File: src/rtl/skid_reg_pkg.sv
// Shared types for the skid_reg elastic pipeline register.
// State encoding doubles as the occupancy count.
package skid_reg_pkg;

    localparam int OCC_W = 2;

    typedef enum logic [OCC_W-1:0] {
        EMPTY = 2'd0,
        HALF  = 2'd1,
        FULL  = 2'd2
    } skid_state_t;

    function automatic logic [OCC_W-1:0] occ_of(input skid_state_t s);
        logic [OCC_W-1:0] occ;
        case (s)
            EMPTY:   occ = 2'd0;
            HALF:    occ = 2'd1;
            FULL:    occ = 2'd2;
            default: occ = 2'd0;
        endcase
        return occ;
    endfunction

endpackage

File: src/rtl/reg_n.sv
// Purpose: WIDTH-bit load-enable register with synchronous clear.
// Latency: d appears on q one cycle after a load; clr wins over en.
// Backpressure: none, the caller decides when to load.
module reg_n #(
    parameter int WIDTH = 8
) (
    input  logic             clk,
    input  logic             clr,
    input  logic             en,
    input  logic [WIDTH-1:0] d,
    output logic [WIDTH-1:0] q
);

    logic [WIDTH-1:0] q_q;
    logic [WIDTH-1:0] q_d;

    always_comb begin
        q_d = q_q;
        if (en) begin
            q_d = d;
        end
    end

    always_ff @(posedge clk) begin
        if (clr) begin
            q_q <= '0;
        end else begin
            q_q <= q_d;
        end
    end

    assign q = q_q;

endmodule

File: src/rtl/skid_reg.sv
// Purpose: 2-entry elastic pipeline register (main + skid), optional parity via SKID_REG_PARITY_EN.
// Latency: 1 cycle from accept to out_valid; full throughput of 1 word/cycle.
// Backpressure: in_ready depends only on state and en, so it drops only when both entries hold data.
module skid_reg
    import skid_reg_pkg::*;
#(
    parameter int WIDTH    = 65,
    parameter int CLR_DATA = 1
) (
    input  logic             clk,
    input  logic             clr,
    input  logic             en,
    input  logic             in_valid,
    input  logic [WIDTH-1:0] in_data,
    output logic             in_ready,
    output logic             out_valid,
    output logic [WIDTH-1:0] out_data,
    input  logic             out_ready,
`ifdef SKID_REG_PARITY_EN
    output logic             par_err,
`endif
    output logic [OCC_W-1:0] occupancy
);

`ifdef SKID_REG_PARITY_EN
    localparam int EW = WIDTH + 1;
`else
    localparam int EW = WIDTH;
`endif

    skid_state_t state_q;
    skid_state_t state_d;

    logic          push;
    logic          pop;
    logic          main_ld;
    logic          skid_ld;
    logic          main_from_skid;
    logic          data_clr;
    logic [EW-1:0] in_entry;
    logic [EW-1:0] main_d;
    logic [EW-1:0] main_q;
    logic [EW-1:0] skid_q;

`ifdef SKID_REG_PARITY_EN
    assign in_entry = {^in_data, in_data};
`else
    assign in_entry = in_data;
`endif

    assign in_ready  = en & (state_q != FULL);
    assign out_valid = en & (state_q != EMPTY);
    assign push      = in_valid & in_ready;
    assign pop       = out_valid & out_ready;
    assign occupancy = occ_of(state_q);
    assign out_data  = main_q[WIDTH-1:0];
    assign data_clr  = clr & (CLR_DATA != 0);

    always_comb begin
        state_d        = state_q;
        main_ld        = 1'b0;
        skid_ld        = 1'b0;
        main_from_skid = 1'b0;
        case (state_q)
            EMPTY: begin
                if (push) begin
                    state_d = HALF;
                    main_ld = 1'b1;
                end
            end
            HALF: begin
                if (push && !pop) begin
                    state_d = FULL;
                    skid_ld = 1'b1;
                end else if (push && pop) begin
                    main_ld = 1'b1;
                end else if (pop) begin
                    state_d = EMPTY;
                end
            end
            FULL: begin
                // in_ready is low here, so only a pop can move state.
                if (pop) begin
                    state_d        = HALF;
                    main_ld        = 1'b1;
                    main_from_skid = 1'b1;
                end
            end
            default: state_d = EMPTY;
        endcase
    end

    assign main_d = main_from_skid ? skid_q : in_entry;

    always_ff @(posedge clk) begin
        if (clr) begin
            state_q <= EMPTY;
        end else if (en) begin
            state_q <= state_d;
        end
    end

    reg_n #(.WIDTH(EW)) u_main (
        .clk (clk),
        .clr (data_clr),
        .en  (main_ld & ~clr),
        .d   (main_d),
        .q   (main_q)
    );

    reg_n #(.WIDTH(EW)) u_skid (
        .clk (clk),
        .clr (data_clr),
        .en  (skid_ld & ~clr),
        .d   (in_entry),
        .q   (skid_q)
    );

`ifdef SKID_REG_PARITY_EN
    logic par_err_q;
    logic par_err_d;

    always_comb begin
        par_err_d = par_err_q;
        if (pop && ((^main_q[WIDTH-1:0]) != main_q[WIDTH])) begin
            par_err_d = 1'b1;
        end
    end

    always_ff @(posedge clk) begin
        if (clr) begin
            par_err_q <= 1'b0;
        end else if (en) begin
            par_err_q <= par_err_d;
        end
    end

    assign par_err = par_err_q;
`endif

    a_occ_legal: assert property (@(posedge clk) disable iff (clr) occupancy != 2'd3);

endmodule
File: config.mk
export PLATFORM = sky130hd
export DESIGN_NAME = skid_reg
export DESIGN_NICKNAME = d
export VERILOG_FILES = /design/src/rtl/skid_reg_pkg.sv /design/src/rtl/reg_n.sv /design/src/rtl/skid_reg.sv
export SDC_FILE = /design/constraint.sdc
export NUM_CORES = 1
export LEC_CHECK = 0
export CORE_MARGIN = 4
export CORE_UTILIZATION = 56
export CTS_BUF_LIST = sky130_fd_sc_hd__clkbuf_4 sky130_fd_sc_hd__clkbuf_8
export DETAILED_ROUTE_END_ITERATION = 16
export GPL_TIMING_DRIVEN = 0
export PLACE_DENSITY = 0.9
export SYNTH_ARGS = -nofsm -noshare
export SYNTH_HDL_FRONTEND = slang
export SYNTH_HIERARCHICAL = 1
export SYNTH_SLANG_ARGS = --single-unit
File: constraint.sdc
create_clock -name clk -period 3.3 [get_ports clk]
set_input_delay 0.825 -clock clk [delete_from_list [all_inputs] [get_ports clk]]
set_output_delay 0.825 -clock clk [all_outputs]
set_load 0.005 [all_outputs]
==> metrics.md, run 1 <==
| Metric | Value |
|---|---|
| Final max-slew violation count | `0` |
| Clk Latency, worst-skew pair | `0.43 ns` |
| Vias in the first global route | `4,431` |
| Share of cells above drive strength 1 | `17.8%` |
| WHS Endpoint | `u_main/q[35]$_SDFFE_PP0P_` |
| Crit path buffers/inverters | `3` |
| Initial antenna violation count | `0` |
| Most frequent CP cell | `clkdlybuf4s50_1` |
| Fin crit share | `90.4%` |
| Reg2reg path depth | `7` |
| Die ar. | `12,100 µm²` |
| # resized after CTS | `0` |
| Antenna Cells | `0` |
| Drt total wl | `13.0 mm` |
| Routed Antenna Nets | `0` |
| Vias per inst | `5.14` |
| GP Congestion | `0.794` |
| Die height | `110 µm` |
| Synth Net Count | `585` |
| Max Buffers Root-to-Sink | `2` |
| Root buffer cell | `clkbuf_8` |
| Drt pass-1 iters | `4` |
| Asr flop ratio synth | `0%` |
| Worst VDD drop | `0.275 mV` |
| Average wire per standard cell | `15.9 µm` |
| I/O pin count | `139` |
| Dpl cells | `789` |
| Startpoint types | `input port` |
| Die Wd | `110 µm` |
| Post-synthesis sequential element count | `132` |
| Critical path's slowest cell | `clkdlybuf4s50_1` |
| Gr usage total | `22.0%` |
| Core area | `10,200 µm²` |
| Hold_sp | `u_main/q[35]$_SDFFE_PP0P_` |
| DR iter-0 viols | `190` |
| Setup Skew | `0.00756 ns` |
| CTS clock-pin slew for the worst setup and hold paths | `0.07 ns` |
| Slew margin rel. | `66.5%` |
| Post-synth EDFFs | `0` |
| # H-tree levels | `4` |
| Critical Path End Type | `output port` |
| Clk sinks | `132` |
| Post-DP HPWL | `9.43 mm` |
| Synth warn | `6` |
| Site Rows | `37` |
| Min Tclk post-route | `2.98 ns` |
| Cells along the critical path | `clkdlybuf4s50_1, inv_1, nor2_1, clkdlybuf4s50_1` |
| Count of cell types in the netlist | `25` |
| WP data required | `2.47 ns` |
| Share of the synthesized area in the top cell type | `45.2%` |
| Layout area overhead | `33.2%` |
| Worst r2r src | `state_q[0]$_SDFFE_PP0P_` |
| Mapped cell area | `5850 µm²` |
| DRC viols | `0` |
| Via count | `4,217` |
| Register-to-register setup slack | `1.25 ns` |
| Sequential area share after synthesis | `45.2%` |
| Cells after Synth | `515` |
| CTS tree | `yes` |
| Power per cell area | `432 nW/µm²` |
| Most used flip-flop cell after synthesis | `dfxtp_1` |
| NumNets Final | `742` |
| Main area contributors after synthesis | `dfxtp_1, mux2i_1, mux2_4, nor2_1, buf_12` |
| Setup Crit Path Kind | `in -> out` |
| Final Hold Fails | `0` |
| Final setup viols | `0` |
| Gr ovfl total | `0` |
| Worst hold path cell count | `2` |
| Worst Max-Slew Pin Slew | `0.502 ns` |
| Largest stage delay, worst path | `0.56 ns` |
| Non-Filler Instances | `821` |
| CP arrival | `2.16 ns` |
| I/O Buffers | `138` |
| Largest net degree at the start of global routing | `17` |
| Postcts setup bufs | `0` |
| Post-synthesis area per instance | `11.4 µm²` |
| Run status | `complete, no violations` |
| Cell accounting for the most synthesized area | `dfxtp_1` |
| HP Class | `reg -> reg` |
| CTS Hold Bufs | `0` |
| RR Endpoint | `u_skid/q[31]$_SDFFE_PP0P_` |
| Dpl cell area | `7400 µm²` |
| Total negative slack | `0 ns` |
| Fin area | `7790 µm²` |
| Largest delay contributor family on the critical path | `buffers and inverters` |
| CTS Buf Count | `17` |
| Fillers | `687` |
| Max FO, Critical Path | `5` |
| First-pass GRT wire length | `20.7 mm` |
| Highest clock rate | `335 MHz` |
| Max Cap Viol | `0` |
| Pleak | `3.01 nW` |
| Initial Util | `57.2%` |
| RSZ-0062 raised after global routing | `no` |
how the worst max path moves through the flow:
stage | from | endpoint | slack [ns] | cells past startpoint
6_report | en | out_valid | 0.32 | 4
5_1_grt | en | out_valid | 0.28 | 4
4_1_cts | en | out_valid | 0.32 | 4
3_5_place_dp | en | out_valid | 0.33 | 4
3_3_place_gp | en | out_valid | 0.36 | 4
2_1_floorplan | out_ready | u_skid/q[23]$_SDFFE_PP0P_ | 1.40 | 6
worst reg2reg max path: stages (launching register included):
cell	delay, ns
dfxtp_1	0.43
nor2b_1	0.30
nand3b_1	0.14
nor3_1	0.31
buf_6	0.26
buf_12	0.18
mux2i_1	0.23
nor2_1	0.07
cells by family after synthesis:
group	after synthesis	share of synthesized area [%]
DFF	132	45.2
buffers and inverters	38	6.44
and+or+nand+nor	143	9.65
AOI/OAI and AO/OA	6	0.620
muxes	196	38.1
cell usage in the layout (no fill, tap or decap), types with 4 or more instances in the layout:
master	n
buf_1	8
mux2_4	50
clkdlybuf4s50_1	138
mux2_2	15
clkbuf_8	17
dfxtp_1	132
mux2i_1	131
buf_12	10
buf_6	8
clkinvlp_4	6
nor2_1	133
clkbuf_1	4
registers in the layout, summed over array words and instances (netlist names):
register and cells:
state_q 2, u_main/q 65, u_skid/q 65
routing by layer:
layer	up-vias	track usage [%]	wire length, µm	part of all wire [%]
li1	2062	-	-	-
met5	-	0	0	0
met2	121	39.0	6730	52
met3	11	6.23	794	6.1
met1	2023	25.4	5390	41
met4	0	7.21	120	0.92
cell type report:
class	instances	area [µm²]	share of cell area, %
sequential	132	2640	33.9
timing repair buffer	138	1380	17.7
buffer	35	365	4.69
clock inverter	15	159	2.04
tap	136	170	2.18
inverter	3	11.3	0.144
multi-input combinational	345	2830	36.3
clock buffer	17	234	3.00
metrics by stage:
| step | hold slack (ns) | total power, mW | setup slack [ns] | utilization, % |
|---|---|---|---|---|
| CTS | 0.501 | 3.41 | 0.318 | 76.2 |
| finish | 0.495 | 3.37 | 0.317 | 76.2 |
| global placement | 0.468 | 2.08 | 0.362 | 72.3 |
| floorplan | 0.456 | 1.88 | 1.40 | - |
| global route | 0.531 | 3.52 | 0.278 | 76.2 |
| detailed placement | 0.481 | 2.09 | 0.329 | 72.3 |
power breakdown:
group	switching [mW]	internal [mW]
sequential	0.0228	1.63
combinational	0.150	0.250
clock	0.642	0.674
cells in the mapped netlist, types with 2 or more instances:
cell type	instances
a21oi_1	2
buf_1	8
buf_12	10
buf_2	3
buf_4	2
buf_6	8
clkbuf_1	4
dfxtp_1	132
inv_1	3
mux2_2	15
mux2_4	50
mux2i_1	131
nand2_1	2
nor2_1	133
o21ai_0	2
Power figures use the tool's default switching activity.
==> inputs of run 2 (changes only) <==
- ABC_CLOCK_PERIOD_IN_PS: unset -> 3300
- SLEW_MARGIN: unset -> 20
==> results of run 2 <==
Same layout as run 1: the final DEF is identical, and so are final timing and power.
